File: src/rtl/pipeline_mutex_holder.sv
// Purpose : carries the read-stage mutex vector through execute and write, releasing it on
//           retire, partial release or flush; exposes per-stage vectors to the hazard checker.
// Latency : 1 cycle, every output is a register (or a pure OR of registers).
// Backpr. : none; the stage handshakes are trusted, and misuse only raises a sticky error flag.
// Ports   : clk, rst_n                       clock / async active-low reset
//           rd_mutex_next, rd_ready          vector and transfer strobe from read into execute
//           exe_ready, wr_finished           execute->write transfer, write retire
//           wr_release_memory/esp            early drop of memory / esp bits held by write
//           exe_reset, wr_reset              flush execute only / flush execute and write
//           exe_mutex, wr_mutex              vectors held by execute / write
//           mutex_busy_any                   either stage occupied
//           mutex_protocol_err               sticky handshake-violation flag
module pipeline_mutex_holder #(
   parameter int MUTEX_W    = 11,
   parameter int ACTIVE_BIT = 10,
   parameter int MEMORY_BIT = 9,
   parameter int ESP_BIT    = 4
) (
   input  logic               clk,
   input  logic               rst_n,
   input  logic [MUTEX_W-1:0] rd_mutex_next,
   input  logic               rd_ready,
   input  logic               exe_ready,
   input  logic               wr_finished,
   input  logic               wr_release_memory,
   input  logic               wr_release_esp,
   input  logic               exe_reset,
   input  logic               wr_reset,
   output logic [MUTEX_W-1:0] exe_mutex,
   output logic [MUTEX_W-1:0] wr_mutex,
   output logic               mutex_busy_any,
   output logic               mutex_protocol_err
);

   logic [MUTEX_W-1:0] exe_mutex_nxt;
   logic [MUTEX_W-1:0] wr_mutex_nxt;
   logic               exe_act;
   logic               wr_act;
   logic               err_set;

   assign exe_act = exe_mutex[ACTIVE_BIT];
   assign wr_act  = wr_mutex[ACTIVE_BIT];

   // Execute stage: a new load wins over a same-cycle hand-off to write.
   always_comb begin
      exe_mutex_nxt = exe_mutex;
      if (wr_reset || exe_reset) begin
         exe_mutex_nxt = '0;
      end else if (rd_ready) begin
         exe_mutex_nxt             = rd_mutex_next;
         exe_mutex_nxt[ACTIVE_BIT] = 1'b1;
      end else if (exe_ready) begin
         exe_mutex_nxt = '0;
      end
   end

   // Write stage: an incoming vector replaces a retiring one. Partial releases only apply
   // while holding, and never touch the active bit.
   always_comb begin
      wr_mutex_nxt = wr_mutex;
      if (wr_reset) begin
         wr_mutex_nxt = '0;
      end else if (exe_ready) begin
         wr_mutex_nxt = exe_mutex;
      end else if (wr_finished) begin
         wr_mutex_nxt = '0;
      end else if (wr_act) begin
         if (wr_release_memory) wr_mutex_nxt[MEMORY_BIT] = 1'b0;
         if (wr_release_esp)    wr_mutex_nxt[ESP_BIT]    = 1'b0;
      end
   end

   // Handshake violations; a full flush masks everything seen in its cycle.
   always_comb begin
      err_set = 1'b0;
      if (!wr_reset) begin
         err_set = (rd_ready && exe_act && !exe_ready && !exe_reset) ||
                   (exe_ready && !exe_act) ||
                   (exe_ready && wr_act && !wr_finished) ||
                   (wr_finished && !wr_act);
      end
   end

   always_ff @(posedge clk or negedge rst_n) begin
      if (!rst_n) begin
         exe_mutex          <= '0;
         wr_mutex           <= '0;
         mutex_protocol_err <= 1'b0;
      end else begin
         exe_mutex          <= exe_mutex_nxt;
         wr_mutex           <= wr_mutex_nxt;
         mutex_protocol_err <= mutex_protocol_err | err_set;
      end
   end

   assign mutex_busy_any = exe_act | wr_act;

endmodule

File: config.mk
export PLATFORM = sky130hd
export DESIGN_NAME = pipeline_mutex_holder
export DESIGN_NICKNAME = d
export VERILOG_FILES = /design/src/rtl/pipeline_mutex_holder.sv
export SDC_FILE = /design/constraint.sdc
export NUM_CORES = 1
export LEC_CHECK = 0
export ABC_AREA = 1
export ABC_CLOCK_PERIOD_IN_PS = 1100
export BUFFER_PORTS_ARGS = -buffer_cell sky130_fd_sc_hd__clkbuf_2
export CORE_MARGIN = 2
export CORE_UTILIZATION = 45
export CTS_CLUSTER_DIAMETER = 100
export DETAILED_ROUTE_END_ITERATION = 16
export MAX_ROUTING_LAYER = met4
export PLACE_DENSITY = 0.78
export SLEW_MARGIN = 10
export SYNTH_ARGS = -nofsm -noshare
export SYNTH_HDL_FRONTEND = slang
export SYNTH_SLANG_ARGS = --single-unit
File: constraint.sdc
create_clock -name clk -period 1.1 [get_ports clk]
set_clock_uncertainty 0.05 [all_clocks]
set_input_delay 0.11 -clock clk [delete_from_list [all_inputs] [get_ports clk]]
set_output_delay 0.11 -clock clk [all_outputs]
set_load 0.01 [all_outputs]
==> results by group, run 1 <==
Run status
  – Status: finished, violations left
  – Failing checks: negative setup slack

Timing
  – Max-Slew Margin vs Limit: 0.628
  – Period Utilization, post-route: 1.03
  – Minimum clock period: around 1.1 ns
  – Fmax: 883 MHz
  – Min Hold Slack: 0.0165 ns
  – RSZ-0062 raised after global routing: true
  – Worst-Margin Slew: ~0.56 ns
  – Worst setup margin: -0.0324 ns
  – Final setup viols: 2
  – Final hold viol count: 0
  – Setup total negative slack: -0.0590 ns
  – Slew Limit Fails: 0

Placement
  – Hpwl dp: ~1.7 mm
  – Routability cong.: 0.773
  – Post-DP Area: 1230 um^2
  – Port Buffer Count: 42
  – Dpl cells: roughly 170

Synthesis
  – Netlist cell types: 16
  – Syn Inst Count: 105
  – Mean area per synthesized cell: ~9.3 um^2
  – Synth Register Bits: 23
  – Warnings, synthesis: 0
  – Syn_nets: around 130
  – Post-synthesis sequential area ratio: 0.590
  – Synthesized area: around 980 um^2

Route
  – WL/cell: roughly 12 um
  – First-pass DRT Iterations: 4
  – Final routed DRC violation total: 0
  – Final antenna-violating net count: 0
  – DR vias/cell: between 4 and 5
  – Initial drt markers: 12
  – Via count: roughly 940
  – Routed Wire Length: around 2.3 mm

Clock tree
  – Clock sink count: 23
  – Clock transition at path regs: 0.11 ns
  – Longest Clk Path Bufs: 2
  – Clock root cell: clkbuf_4
  – TritonCTS Buffers: 3
  – Clock Latency Late Sink: roughly 0.30 ns
  – CTS tree: yes
  – Htree depth: 1

Setup path
  – Kind of critical path: flip-flop to output port
  – Worst EP arrival: about 0.97 ns
  – Critical Path RT: approximately 0.94 ns
  – Reg2reg path depth: 6
  – FF-to-FF setup slack: approximately 0.05 ns
  – R2r endpoint: mutex_protocol_err
  – R2r startpoint: wr_mutex[10]
  – Critical Path Fanout Max: 3
  – CP Capture Type: output port
  – CP startpoint kind: flip-flop

Min path
  – Hold Path Class: primary input to flip-flop
  – Hold endpoint: exe_mutex[9]
  – Hold Path Stages: 3
  – Hold Crit Start: rd_mutex_next[9]

Die
  – Die width: around 51 um
  – Starting density of the core: 0.488
  – Die Ht: 50.6 um
  – Core Box Area: approximately 2000 um^2
  – Row cnt: 16
  – Io pins: 44
  – Die area: between 2000 and 3000 um^2

Power and ir drop
  – Final Power: 1460 uW
  – Pleak: between 0.0007 and 0.0008 uW
  – Worst VDD drop: 0.000700 V
  – Pwr dens: 1040 nW/um^2

Cells and area
  – Nets: around 190
  – Commonest non-fill, non-tap cell in the layout: clkbuf_2
  – Layout area overhead: 43.7%
  – Most frequent cells in the layout: 41 x clkbuf_2, 23 x dfrtp_1, 19 x nand3_1, 19 x o21ai_1, 14 x inv_1
  – Design area: 1400 um^2
  – Fillers: between 150 and 200
  – Layout cell share with drive strength beyond 1: 0.361
  – Inserted Diodes: 0
  – Non-Filler Instances: 193

Global route
  – Largest net degree at the start of global routing: 24
  – Total grt overflow: 0
  – Initial antenna violation count: 0
  – Number of global-route vias before repair: 892
  – First-pass GRT wire length: around 3.8 mm
  – Tot GR Track Use: 0.203

Job
  – MaxCap Viol Count: 0
-- Yosys cell counts --
cell type / n / share of area
nand3_1: 19 / 0.097
o21ai_2: 2 / 0.018
buf_4: 2 / 0.015
nor2_1: 2 / 0.0077
o21ai_1: 19 / 0.097
nand2_4: 1 / 0.012
buf_2: 1 / 0.0051
nor2_4: 1 / 0.012
a21oi_1: 2 / 0.010
dfrtp_1: 23 / 0.59
nand2_1: 13 / 0.050
o21a_1: 1 / 0.0077
inv_1: 16 / 0.062
nand2_2: 1 / 0.0064
o22ai_1: 1 / 0.0064
clkbuf_1: 1 / 0.0038
-- power breakdown --
part           switching [uW]  internal [uW]
Clock                     228            141
Sequential               10.7            863
Combinational             118           98.0
-- area by class of cell --
class                   instances  area [um^2]  area share
clock buffers                   4         26.3      0.0187
flip-flops and latches         23          576       0.410
multi-input cells              62          317       0.226
repair buffers                 61          390       0.278
well taps                      27         33.8      0.0241
inverters                      16         60.1      0.0428
-- worst max-delay path, cell delays in order (launching register included) --
cell and delay (ns):
dfrtp_1 0.44, inv_2 0.08, nand2_1 0.05, clkbuf_2 0.12
-- state kept, by name, summed over array words and instances (netlist names) --
name                flops
exe_mutex              11
wr_mutex               11
mutex_protocol_err      1
-- metal layers --
metal  up-vias  wire length [um]  share of wire  global-route usage
met5         -                 0              0                   -
met4         0                14         0.0060              0.0676
met3         2                85          0.036              0.0179
met2        26              1210           0.52               0.355
met1       449              1030           0.44               0.247
li1        466                 -              -                   -
-- worst max-delay path by stage --
stage                         end  depth (start not counted)          start
2_1_floorplan  mutex_protocol_err                          6   wr_mutex[10]
3_3_place_gp         exe_mutex[2]                          4      exe_ready
3_5_place_dp         exe_mutex[6]                          4       wr_reset
4_1_cts              wr_mutex[10]                          2   wr_mutex[10]
5_1_grt            mutex_busy_any                          3   wr_mutex[10]
6_report           mutex_busy_any                          3  exe_mutex[10]
-- kinds of logic (layout without fill, tap and decap cells) --
logic type / count (synthesis) / after routing / share of synthesized area
and+or+nand+nor: 37 / 37 / 0.185
AOI/OAI and AO/OA: 25 / 25 / 0.140
DFF: 23 / 23 / 0.590
buffers and inverters: 20 / 81 / 0.0859
-- metrics by stage --
stage | setup slack (ns) | utilization
2_1_floorplan | 0.156 | -
3_3_place_gp | 0.155 | 0.613
3_5_place_dp | 0.0927 | 0.613
4_1_cts | -0.0355 | 0.698
5_1_grt | -0.0892 | 0.701
6_report | -0.0324 | 0.701
-- timing repair --
action                                  in CTS  in global routing
hold endpoints to repair                    33                  0
hold buffers                                11                  0
endpoints found under the setup margin       1                  2
resized for setup                            3                  2
buffers inserted                             4                  0
No activity file was read; power rests on OpenSTA's default activity.
==> inputs of run 2 (changes only) <==
Settings changed: BUFFER_PORTS_ARGS -buffer_cell sky130_fd_sc_hd__clkbuf_2 to -buffer_cell sky130_fd_sc_hd__buf_2, HOLD_SLACK_MARGIN set to 0.03.
==> run 2 against run 1 <==
Net effect:
- design area up 2.7%
- register-to-register slack worse by 0.02 ns
- clock-buffer cell count unchanged
- the flow still finishes with violations (negative setup slack)
- setup slack worse by 0.026 ns
- highest routed layer unchanged
- sequential share of layout area down 1.1 points
- die area unchanged
==> results by group, run 2 (synthesis results as in run 1) <==
Run status
  – Status: finished, violations left
  – Failing checks: negative setup slack

Timing
  – Setup total negative slack: -0.0932 ns (-0.0342 ns)
  – Worst setup margin: -0.0586 ns (-0.0262 ns)
  – Final hold viol count: 0 (unchanged)
  – Period Utilization, post-route: 1.05 (+0.0238)
  – Slew Limit Fails: 0 (unchanged)
  – Minimum clock period: 1.16 ns (+0.0262 ns)
  – Worst-Margin Slew: 0.504 ns (-0.0541 ns)
  – RSZ-0062 raised after global routing: true
  – Fmax: 863 MHz (-2.3%)
  – Final setup viols: 2 (unchanged)
  – Max-Slew Margin vs Limit: 0.664 (+0.0361)

Power and ir drop
  – Pleak: 0.000755 uW (+3.5%)
  – Net Sw Frac: 0.252 (+0.00673)
  – Pwr dens: 1030 nW/um^2 (-1.0%)
  – Switching Power: 373 uW (+4.4%)
  – Sequential share of power: 0.589 (-0.010)
  – Logic gate share of total power: 0.154 (+0.006)
  – Final Power: 1480 uW (+1.6%)
  – P_int: 1110 uW (+0.74%)
  – Worst VDD drop: 0.000855 V (+22%)
  – Clk pwr share: 0.257 (+0.004)

Global route
  – Initial antenna violation count: 0 (unchanged)
  – Number of global-route vias before repair: 918 (+2.9%)
  – Tot GR Track Use: 0.221 (+0.0187)
  – Largest net degree at the start of global routing: 24 (unchanged)
  – First-pass GRT wire length: 4.05 mm (+6.0%)
  – Total grt overflow: 0 (unchanged)

Cells and area
  – Fillers: 155 (-0.64%)
  – Layout cell share with drive strength beyond 1: 0.361 (-0.000499)
  – Commonest non-fill, non-tap cell in the layout: buf_2
  – Largest registers: exe_mutex x11, wr_mutex x11, mutex_protocol_err x1
  – Nets: 190 (+1.6%)
  – Most frequent cells in the layout: 41 x buf_2, 23 x dfrtp_1, 19 x nand3_1, 19 x o21ai_1
  – Inserted Diodes: 0 (unchanged)
  – Layout area overhead: 47.6%

Route
  – First-pass DRT Iterations: 4 (unchanged)
  – Final antenna-violating net count: 0 (unchanged)
  – WL/cell: 13.3 um (+9.4%)
  – Metal-1 WL: 1.05 mm (+2.0%)
  – Via count: 995 (+5.5%)
  – Highest Signal Layer: met4
  – Routed Wire Length: 2.60 mm (+11%)
  – Initial drt markers: 19 (+7)
  – Final routed DRC violation total: 0 (unchanged)
  – DR vias/cell: 5.08 (+3.9%)
  – Met3 Wirelength: 120 um (+41%)
  – Met2 WL post-DR: 1.36 mm (+12%)

Clock tree
  – TritonCTS Buffers: 3 (unchanged)
  – CTS tree: yes
  – Clock Latency Late Sink: 0.30 ns (about the same)
  – Clock root cell: clkbuf_4
  – Clock sink count: 23 (unchanged)
  – Longest Clk Path Bufs: 2 (unchanged)
  – Clock transition at path regs: 0.11 ns (about the same)
  – Htree depth: 1 (unchanged)

Setup path
  – Critical Path Fanout Max: 4 (+1)
  – R2r endpoint: wr_mutex[4]
  – Critical path, cell by cell: inv_2 > nand2_1 > buf_2
  – FF-to-FF setup slack: 0.03 ns (-0.02 ns)
  – Kind of critical path: flip-flop to output port
  – Highest-delay cell along the critical path: dfrtp_1
  – Critical Path RT: 0.94 ns (about the same)
  – Largest stage delay on the critical path: 0.44 ns (about the same)
  – R2r startpoint: wr_mutex[10]
  – Reg2reg path depth: 5 (-1)
  – CP Capture Type: output port
  – Worst EP arrival: 1.00 ns (+0.03 ns)
  – CP startpoint kind: flip-flop

Min path
  – Hold Path Class: primary input to flip-flop
  – Hold Path Stages: 4 (+1)
  – Hold Crit Start: wr_finished
  – Hold endpoint: wr_mutex[2]

Die
  – Die width: 50.6 um (unchanged)
  – Row cnt: 16 (unchanged)
  – Die Ht: 50.6 um (unchanged)
  – Core Box Area: 2000 um^2 (unchanged)
  – Io pins: 44 (unchanged)
  – Die area: 2560 um^2 (unchanged)
  – Starting density of the core: 0.488 (unchanged)

Job
  – MaxCap Viol Count: 0 (unchanged)

Placement
  – Routability cong.: 0.786 (+1.7%)
  – Port Buffer Count: 42 (unchanged)
  – Hpwl dp: 1.65 mm (-0.48%)
## run 2: changes by cell type in the layout (fill, tap and decap cells not counted)
| cell | delta |
|---|---|
| buf_4 | -1 |
| dlygate4sd3_1 | +3 |
| buf_2 | +41 |
| a21oi_1 | -1 |
| a21oi_2 | +1 |
| clkbuf_2 | -41 |
| buf_6 | +1 |
## run 2: cell type report
type / instances / area (um^2) / area share
flip-flops and latches: 23 / 576 / 0.400
repair buffers: 64 / 424 / 0.295
multi-input cells: 62 / 320 / 0.222
inverters: 16 / 60.1 / 0.0417
well taps: 27 / 33.8 / 0.0235
clock buffers: 4 / 26.3 / 0.0182
## run 2: critical path, delay by kind of cell, from the launching register on
| family | cells | cell delay [ns] |
|---|---|---|
| flip-flops | 1 | 0.44 |
| buffers and inverters | 2 | 0.21 |
| AND/OR/NAND/NOR | 1 | 0.05 |
## run 2: per-layer routing
metal / vias to the layer above / GRT usage
li1: 473 / -
met1: 475 / 0.270
met2: 39 / 0.373
met3: 8 / 0.0208
met4: 0 / 0.104
met5: - / -
## run 2: worst max path at each step
| stage | endpoint | from | slack (ns) |
|---|---|---|---|
| 2_1_floorplan | mutex_protocol_err | wr_mutex[10] | 0.16 |
| 3_3_place_gp | exe_mutex[2] | rd_ready | 0.11 |
| 3_5_place_dp | exe_mutex[10] | rd_ready | 0.06 |
| 4_1_cts | mutex_busy_any | exe_mutex[10] | -0.03 |
| 5_1_grt | mutex_busy_any | wr_mutex[10] | -0.1 |
| 6_report | mutex_busy_any | exe_mutex[10] | -0.06 |
## run 2: stage by stage
stage          cells  setup WS (ns)  hold WS (ns)  cell area [um^2]   util
4_1_cts          196        -0.0308        0.0945              1430  0.716
5_1_grt          196        -0.0995         0.113              1440  0.719
3_3_place_gp     173          0.106        0.0439              1220  0.609
6_report         196        -0.0586        0.0970              1440  0.719
3_5_place_dp     173         0.0642        0.0530              1220  0.609
2_1_floorplan    105          0.156        -0.236               976      -
## run 2: timing repair
item	4_1_cts	5_1_grt
hold buffers	14	0
endpoints found under the hold margin	36	0
resized for setup	4	2
setup endpoints to repair	1	4
pin swaps	0	2
buffers inserted	5	0
## run 2: power groups by stage
| stage | logic, uW | registers, uW | clock network, uW |
|---|---|---|---|
| after floorplan | 70.1 | 898 | 0 |
| after global placement | 169 | 888 | 0 |
| after detailed placement | 175 | 889 | 0 |
| after CTS | 223 | 873 | 388 |
| after global routing | 250 | 876 | 422 |
| final | 228 | 873 | 382 |
